===== config.mk =====
export PLATFORM = sky130hd
export DESIGN_NAME = if_fetch_unit
export DESIGN_NICKNAME = d
export VERILOG_FILES = /design/src/rtl/if_fetch_unit.sv
export SDC_FILE = /design/constraint.sdc
export NUM_CORES = 1
export LEC_CHECK = 0
export CAP_MARGIN = 20
export CORE_MARGIN = 3
export CORE_UTILIZATION = 44
export CTS_CLUSTER_SIZE = 8
export DETAILED_ROUTE_END_ITERATION = 8
export DONT_BUFFER_PORTS = 1
export PLACE_DENSITY = 0.58
export SYNTH_ARGS = -nofsm -noshare
export SYNTH_HDL_FRONTEND = slang
export SYNTH_SLANG_ARGS = --single-unit

===== constraint.sdc =====
create_clock -name clk -period 4.3 [get_ports clk]
set_input_delay 0.215 -clock clk [delete_from_list [all_inputs] [get_ports clk]]
set_output_delay 0.215 -clock clk [all_outputs]
set_load 0.01 [all_outputs]

===== src/rtl/if_fetch_unit.sv =====
// if_fetch_unit: instruction-fetch stage feeding the IF/ID register.
// Owns the fetch PC, issues requests over a req/gnt/rvalid handshake,
// buffers returned words in an in-order queue and presents the head as
// {RD_out, PC_out}. Redirects from ID flush the queue and drop any
// responses still owed by memory.
// Optional feature: define IF_DELAY_SLOT_EN to keep the oldest allocated
// entry on redirect (MIPS branch delay slot).
module if_fetch_unit #(
  parameter logic [31:0] RESET_PC   = 32'h0000_0000,
  parameter int          FIFO_DEPTH = 2
) (
  input  logic        clk,
  input  logic        rst,
  input  logic        en_reg,
  input  logic        redirect,
  input  logic [31:0] redirect_pc,
  output logic        imem_req,
  output logic [31:0] imem_addr,
  input  logic        imem_gnt,
  input  logic        imem_rvalid,
  input  logic [31:0] imem_rdata,
  output logic [31:0] RD_out,
  output logic [31:0] PC_out
);

  localparam int AW = (FIFO_DEPTH > 1) ? $clog2(FIFO_DEPTH) : 1;
  localparam int PW = AW + 1;
  // Drop counter only has to cover responses the memory still owes us.
  localparam int DW = 8;
  localparam logic [PW-1:0] DEPTH_P = PW'(FIFO_DEPTH);

  // Pointers carry one extra wrap bit so full and empty are distinguishable.
  // r_wr: next slot to allocate, r_rd: head, r_fill: oldest not-ready slot.
  logic [31:0]   r_fetch_pc;
  logic [PW-1:0] r_wr;
  logic [PW-1:0] r_rd;
  logic [PW-1:0] r_fill;
  logic [DW-1:0] r_drop;
`ifdef IF_DELAY_SLOT_EN
  logic          r_pend;
  logic [31:0]   r_pend_pc;
`endif

  logic [31:0]           w_ent_pc   [FIFO_DEPTH];
  logic [31:0]           w_ent_data [FIFO_DEPTH];
  logic [FIFO_DEPTH-1:0] w_ent_ready;

  logic [PW-1:0] w_count;
  logic [PW-1:0] w_outst;
  logic [PW-1:0] w_fill_next;
  logic [PW-1:0] w_rd_next1;
  logic [AW-1:0] w_rd_idx;
  logic          w_head_ready;
  logic          w_grant;
  logic          w_drop_rsp;
  logic          w_fill_rsp;
  logic          w_pop;
  logic [DW-1:0] w_drop_dec;

  assign w_count      = r_wr - r_rd;
  assign w_outst      = r_wr - r_fill;
  assign w_rd_idx     = r_rd[AW-1:0];
  assign w_rd_next1   = r_rd + PW'(1);
  assign w_head_ready = (w_count != '0) && w_ent_ready[w_rd_idx];

  assign imem_req  = !rst && (w_count < DEPTH_P);
  assign imem_addr = r_fetch_pc;
  assign w_grant   = imem_req && imem_gnt;

  // A response either burns one pending drop or completes the oldest
  // not-ready entry; with nothing owed it is ignored.
  assign w_drop_rsp  = imem_rvalid && (r_drop != '0);
  assign w_fill_rsp  = imem_rvalid && (r_drop == '0) && (w_outst != '0);
  assign w_fill_next = r_fill + PW'(w_fill_rsp);
  assign w_drop_dec  = r_drop - DW'(w_drop_rsp);

  assign w_pop = en_reg && w_head_ready && !redirect;

  // Head is shown only once its word has arrived; otherwise a NOP.
  assign RD_out = w_head_ready ? w_ent_data[w_rd_idx] : 32'h0;
  assign PC_out = w_head_ready ? (w_ent_pc[w_rd_idx] + 32'd4) : 32'h0;

  genvar gi;
  generate
    for (gi = 0; gi < FIFO_DEPTH; gi++) begin : g_entry
      logic [31:0] r_pc;
      logic [31:0] r_data;
      logic        r_ready;

      // Capture the fetch PC at grant and the word when its response lands.
      always_ff @(posedge clk) begin
        if (rst) begin
          r_pc    <= '0;
          r_data  <= '0;
          r_ready <= 1'b0;
        end else begin
          if (w_grant && (r_wr[AW-1:0] == AW'(gi))) begin
            r_pc    <= r_fetch_pc;
            r_ready <= 1'b0;
          end
          if (w_fill_rsp && (r_fill[AW-1:0] == AW'(gi))) begin
            r_data  <= imem_rdata;
            r_ready <= 1'b1;
          end
        end
      end

      assign w_ent_pc[gi]    = r_pc;
      assign w_ent_data[gi]  = r_data;
      assign w_ent_ready[gi] = r_ready;
    end
  endgenerate

  // Fetch PC, queue pointers and drop accounting; redirect outranks pop.
  always_ff @(posedge clk) begin
    if (rst) begin
      r_fetch_pc <= RESET_PC;
      r_wr       <= '0;
      r_rd       <= '0;
      r_fill     <= '0;
      r_drop     <= '0;
`ifdef IF_DELAY_SLOT_EN
      r_pend     <= 1'b0;
      r_pend_pc  <= '0;
`endif
    end else if (redirect) begin
`ifdef IF_DELAY_SLOT_EN
      if (w_count != '0) begin
        // Keep the head as the delay slot; everything younger is flushed.
        r_fetch_pc <= redirect_pc;
        r_pend     <= 1'b0;
        r_wr       <= w_rd_next1;
        if (w_fill_next == r_rd) begin
          r_fill <= r_rd;
          r_drop <= w_drop_dec + DW'(r_wr - w_rd_next1) + DW'(w_grant);
        end else begin
          r_fill <= w_rd_next1;
          r_drop <= w_drop_dec + DW'(r_wr - w_fill_next) + DW'(w_grant);
        end
      end else begin
        // Nothing allocated: the delay slot is the next fetch at fetch_pc.
        r_drop <= w_drop_dec;
        if (w_grant) begin
          r_wr       <= r_wr + PW'(1);
          r_fetch_pc <= redirect_pc;
          r_pend     <= 1'b0;
        end else begin
          r_pend    <= 1'b1;
          r_pend_pc <= redirect_pc;
        end
      end
`else
      // Full flush: every entry still waiting for memory becomes a drop,
      // as does a request granted in this very cycle.
      r_fetch_pc <= redirect_pc;
      r_wr       <= r_rd;
      r_fill     <= r_rd;
      r_drop     <= w_drop_dec + DW'(r_wr - w_fill_next) + DW'(w_grant);
`endif
    end else begin
      if (w_grant) begin
        r_wr <= r_wr + PW'(1);
`ifdef IF_DELAY_SLOT_EN
        r_fetch_pc <= r_pend ? r_pend_pc : (r_fetch_pc + 32'd4);
        r_pend     <= 1'b0;
`else
        r_fetch_pc <= r_fetch_pc + 32'd4;
`endif
      end
      r_rd   <= r_rd + PW'(w_pop);
      r_fill <= w_fill_next;
      r_drop <= w_drop_dec;
    end
  end

endmodule


==> results of run 1 <==
-- synth_stat cells (2+ instances only) --
cell type and instances:
dfxtp_1 176, o21a_1 8, nand4_1 13, nor3b_1 5
or3_1 4, clkbuf_1 43, nor2b_1 6, buf_6 2
mux2_2 5, mux2i_1 100, o21ai_1 2, a221oi_1 3
nor3_1 12, inv_1 19, xor2_1 32, o21ai_0 5
nand2b_1 2, and3_1 6, xnor2_1 39, ha_1 10
nand3_1 35, buf_1 11, a211oi_1 17, buf_2 13
a21oi_1 117, or2_2 2, clkbuf_8 2, nand3b_1 13
nand2_1 224, and2_1 9, and4_1 4, nor2_1 140
o211a_1 3, fa_1 3, nor4_1 5, buf_4 3
-- power by group through the flow --
stage               registers, mW  logic [mW]  clock network, mW
CTS                          1.82       0.802               1.67
global route                 1.83       0.908               1.75
detailed placement           1.86       0.713                  0
floorplan                    1.83       0.617                  0
global placement             1.85       0.708                  0
finish                       1.82       0.797               1.63
-- state kept, by name (all words and copies together), names as in the netlist --
name             cells
g_entry.r_data      64
g_entry.r_pc        64
g_entry.r_ready      2
imem_addr           32
r_drop               8
r_fill               2
r_rd                 2
r_wr                 2
-- worst max path at each step --
stage	endpoint	slack, ns	cells after the start
2_1_floorplan	r_drop[7]	0.28	15
3_3_place_gp	r_drop[7]	0.16	14
3_5_place_dp	r_drop[7]	0.09	14
4_1_cts	r_drop[7]	0.09	14
5_1_grt	r_drop[7]	0.04	14
6_report	r_drop[7]	0.28	14
-- logic make-up (layout without fill, tap and decap cells) --
logic type | Yosys count | after routing | share of synthesized area, %
buf+inv | 94 | 130 | 4.74
compound gates | 169 | 169 | 11.2
flops | 176 | 176 | 39.2
mux | 105 | 105 | 11.7
simple gates | 488 | 488 | 23.8
fa+ha+maj | 14 | 14 | 2.17
other cells | 0 | 1 | 0
xor+xnor | 72 | 72 | 7.16
-- critical path: cells and delay by family (launching register included) --
kind / cells / cell delay, ns
DFF: 1 / 0.36
adders and majority gates: 3 / 0.85
AOI/OAI and AO/OA: 5 / 1.27
buffers and inverters: 1 / 0.08
and+or+nand+nor: 4 / 1.20
xor gates and xnor gates: 1 / 0.20
-- through the flow --
stage          instances  power (mW)  area (µm²)  worst slack (ns)  util (%)
3_3_place_gp        1323        2.56        9100             0.159      46.0
5_1_grt             1420        4.49       10400            0.0381      52.5
4_1_cts             1419        4.29       10400            0.0886      52.5
2_1_floorplan       1118        2.44        9000             0.279         -
6_report            1420        4.25       10400             0.278      52.5
3_5_place_dp        1323        2.57        9100            0.0917      46.0
-- per-layer routing --
layer,GRT usage (%),up-vias,part of all wire (%)
li1,-,3832,-
met1,28.2,3548,45
met2,34.7,184,47
met3,5.04,29,5.8
met4,6.45,4,1.5
met5,0,-,0.089
-- layout make-up --
class                   instances  area, µm²  share of cell area, %
clock inverters                13        174                   1.67
diodes                          1       2.50                 0.0241
flip-flops and latches        176       3530                   33.9
clock buffers                  19        453                   4.36
repair buffers                 79        771                   7.42
inverters                      19       71.3                  0.686
well taps                     265        332                   3.19
multi-input cells             848       5060                   48.7
-- repair_timing --
item / in CTS / in global routing
endpoints found under the hold margin: 174 / 0
endpoints found under the setup margin: 0 / 1
gates resized for setup: 0 / 2
hold buffers: 64 / 0
==> results.toml, run 1 <==
[status]
status = "completed"

[detailed_routing]
dr.pass1.iters = 4
postRouteAntennaNets = 0
vias = 7597
viasPerCell = 5.35
drc = 0
dr.first_iter.drc_count = 403
wl_per_cell_um = 16.6
wl_um = 23600

[place]
place_congestion = 0.815
portBuffers = 0
dp_hpwl_um = 15600

[synthesis]
synth_nets = 1201
synth_top_area_share_pct = 39.2
ys_seq_area_share_pct = 39.2
synth-async-reset-ratio_pct = 0
synth-edff-count = 0
syn_area_per_cell_um2 = 8.05
ys_seq_elements = 176
synthCells = 1118
ys_warn_count = 0
synth_ff_type = "dfxtp_1"
synth.largest_area_cell = "dfxtp_1"
yosysUniqueCellTypes = 61
netlist_top_cells_area = "dfxtp_1 (39%), mux2i_1 (11%), nand2_1 (9.3%)"
synthesis.area_um2 = 9000

[sta]
fmax_mhz = 249
worst_pin_slew_ns = 0.953
finalSetupTns_ns = 0
setup_viol = 0
fin_crit_sh_pct = 93.5
hold_ws_ns = 0.0215
hold_violations = 0
slew_violations = 0
rsz0062_at_grt = "no"
maxSlewHeadroom_pct = 36.3
period_minus_slack_ns = 4.02
clock_skew_ns = 0.00913

[worst_setup_path]
cp-end-kind = "flip-flop"
path_class = "reg -> reg"
cp_cell_sequence = "or4_1 > nor3_1 > and3_2 > xor2_1 > ha_1 > fa_1 > inv_1 > ha_1 > and2_1 > a2111oi_4 > o21ai_1 > a2111o_1 > a311o_1 > o21ai_1"
regToRegEndpoint = "r_drop[7]"
cp.arrival_ns = 4.38
startpoint = "r_drop[2]"
critPathMaxFanout = 6
rrSetupSlack_ns = 0.28
cp_slowest_stage_delay_ns = 0.52
r2r_start = "r_drop[2]"
r2r_cells = 14
start_kind = "flip-flop"
crit_slowest_cell = "or4_1"
cp.required_ns = 4.66

[global_routing]
grt_max_degree = 167
grt_pass1_wl_um = 38500
antenna_found_initial = 3
grt_util_all_layers_pct = 21.3
grt_pass1_vias = 7279
grt_overflow_total = 0

[hold_path]
worst_hold_path.endpoint = "imem_addr[2]"
hold_path.startpoint = "redirect"
hp-class = "in -> reg"
whs_path_depth = 3

[clock_network]
insertion_delay_ns = 0.42
cts_tree = "yes"
clockRootBuffer = "clkbuf_16"
cts_sinks = 176
cts_setup_buffers = 0
htreeDepth = 4
ctsLongestPathBuffers = 2
cts.reportedPaths.clkPinSlew_ns = 0.07
cts_buffers = 17

[floorplan]
fp-row-count = 51
die_area_um2 = 22200
ios = 167
initial_core_util_pct = 45.5
die_y_um = 149
fp.dieW_um = 149
core_um2 = 19800

[cells_and_area]
fillers = 1945
area_growth_pct = 15.5
final_common_cell = "nand2_1"
fin_nets = 1224
layout_common_cells = "nand2_1 (224), dfxtp_1 (175), nor2_1 (140)"
drive_gt1_share_pct = 5.98

[power]
power_frac_comb_pct = 18.7
switching_share_pct = 28.9
power_per_cell_area_nw_per_um2 = 409
intPower_mw = 3.02
switchingPower_mw = 1.23
clock_power_share_pct = 38.4
power_leakage_nw = 3.65
ir_worst_vdd_uv = 262
sequentialPowerShare_pct = 42.8

[job]
maxCapViolCount = 0
Power figures use the tool's default switching activity.
==> run 2: changes to the inputs <==
Settings changed: MAX_ROUTING_LAYER set to met4.
==> results.toml, run 2 (synthesized netlist as in run 1, its figures left out) <==
[status]
status = "completed"

[worst_setup_path]
cp.arrival_ns = 4.38
cp.required_ns = 4.66
cp_top_family = "compound AO/OA/AOI/OAI gates"
start_kind = "flip-flop"
path_class = "reg -> reg"
cp.depth = 14
cp_slowest_stage_delay_ns = 0.53
cp_cell_sequence = "or4_1 > nor3_1 > and3_2 > xor2_1 > ha_1 > fa_1 > inv_1 > ha_1 > and2_1 > a2111oi_4 > o21ai_1 > a2111o_1 > a311o_1 > o21ai_1"
r2r_cells = 14
critPathMaxFanout = 6
crit_slowest_cell = "or4_1"
cp-end-kind = "flip-flop"
path_buf_inv = 1

[clock_network]
cts_buffers = 17
cts_tree = "yes"
htreeDepth = 4
ctsLongestPathBuffers = 2
cts.reportedPaths.clkPinSlew_ns = 0.07
cts_sinks = 176
insertion_delay_ns = 0.43
clockRootBuffer = "clkbuf_16"
cts_setup_buffers = 0

[sta]
setup_viol = 0
rsz0062_at_grt = "no"
maxSlewHeadroom_pct = 35.5
hold_violations = 0
slew_violations = 0
finalSetupTns_ns = 0
fin_crit_sh_pct = 93.5
clock_skew_ns = 0.0105
worst_pin_slew_ns = 0.965
fmax_mhz = 249
period_minus_slack_ns = 4.02

[cells_and_area]
final_common_cell = "nand2_1"
layout_common_cells = "nand2_1 (224), dfxtp_1 (175), nor2_1 (140)"
area_growth_pct = 15.5
fillers = 1945
stdcell_area_um2 = 10400
drive_gt1_share_pct = 5.98
fin_nets = 1224
multi_input_area_um2 = 5060
final_cells = 1422
final-seq-area_um2 = 3530

[power]
total_power_mw = 4.26
power_leakage_nw = 3.65
power_per_cell_area_nw_per_um2 = 410
ir_worst_vdd_uv = 263

[place]
place_congestion = 0.827
place_area_um2 = 9100
portBuffers = 0
dp_hpwl_um = 15600
dp_cells = 1323

[global_routing]
antenna_found_initial = 3
grt_util_all_layers_pct = 21.9
grt_pass1_wl_um = 38500
grt_pass1_vias = 7278
grt_overflow_total = 0
grt_max_degree = 167

[floorplan]
fp.dieW_um = 149
die_y_um = 149
ios = 167
fp-row-count = 51
initial_core_util_pct = 45.5
die_area_um2 = 22200
core_um2 = 19800

[hold_path]
hp-class = "in -> reg"
whs_path_depth = 3

[detailed_routing]
viasPerCell = 5.33
wl_per_cell_um = 16.6
dr.first_iter.drc_count = 375
drc = 0
wl_um = 23700
dr.pass1.iters = 7
postRouteAntennaNets = 0
vias = 7586

[job]
maxCapViolCount = 0
-- run 2: report_power, final --
| part | internal [mW] | total [mW] | switching [mW] | leakage, nW |
|---|---|---|---|---|
| sequential | 1.72 | 1.82 | 0.101 | 1.43 |
| combinational | 0.345 | 0.798 | 0.453 | 1.91 |
| clock | 0.960 | 1.64 | 0.680 | 0.308 |
-- run 2: per-layer routing --
layer / vias up / wire length, µm / GRT usage (%)
met3: 30 / 1250 / 4.65
met2: 175 / 11100 / 34.8
met1: 3548 / 10900 / 28.4
met5: - / 0 / -
li1: 3833 / - / -
met4: 0 / 404 / 6.45
-- run 2: worst reg2reg max path, cell delays in order (launching register included) --
cell	delay, ns
dfxtp_1	0.36
or4_1	0.53
nor3_1	0.24
and3_2	0.27
xor2_1	0.20
ha_1	0.19
fa_1	0.45
inv_1	0.08
ha_1	0.21
and2_1	0.17
a2111oi_4	0.32
o21ai_1	0.13
a2111o_1	0.45
a311o_1	0.31
o21ai_1	0.06
-- run 2: path summary, 6_finish.rpt --
| kind | slack, ns | startpoint | to |
|---|---|---|---|
| max | 0.28 | r_drop[2] | r_drop[7] |
| min | 0.02 | redirect | imem_addr[2] |
| max reg2reg | 0.28 | r_drop[2] | r_drop[7] |
| min reg2reg | 0.45 | g_entry[0].r_data[24] | g_entry[0].r_data[24] |
-- run 2: timing repair --
item,in CTS,in global routing
gates resized for setup,0,2
hold buffers,64,0
hold endpoints to repair,174,0
setup endpoints to repair,0,1
-- run 2: cell type report --
cell class	count	area share, %
tap	265	3.19
multi-input combinational	848	48.7
antenna	3	0.0722
inverter	19	0.686
sequential	176	33.9
clock inverter	13	1.67
clock buffer	19	4.36
timing repair buffer	79	7.41
-- run 2: stage by stage --
| stage | setup slack (ns) | utilization (%) | hold WS [ns] |
|---|---|---|---|
| after floorplan | 0.279 | - | 0.351 |
| after global placement | 0.159 | 46.0 | 0.304 |
| after detailed placement | 0.0917 | 46.0 | 0.306 |
| after CTS | 0.0886 | 52.5 | 0.00112 |
| after global routing | 0.0381 | 52.6 | 0.0207 |
| final | 0.281 | 52.6 | 0.0217 |
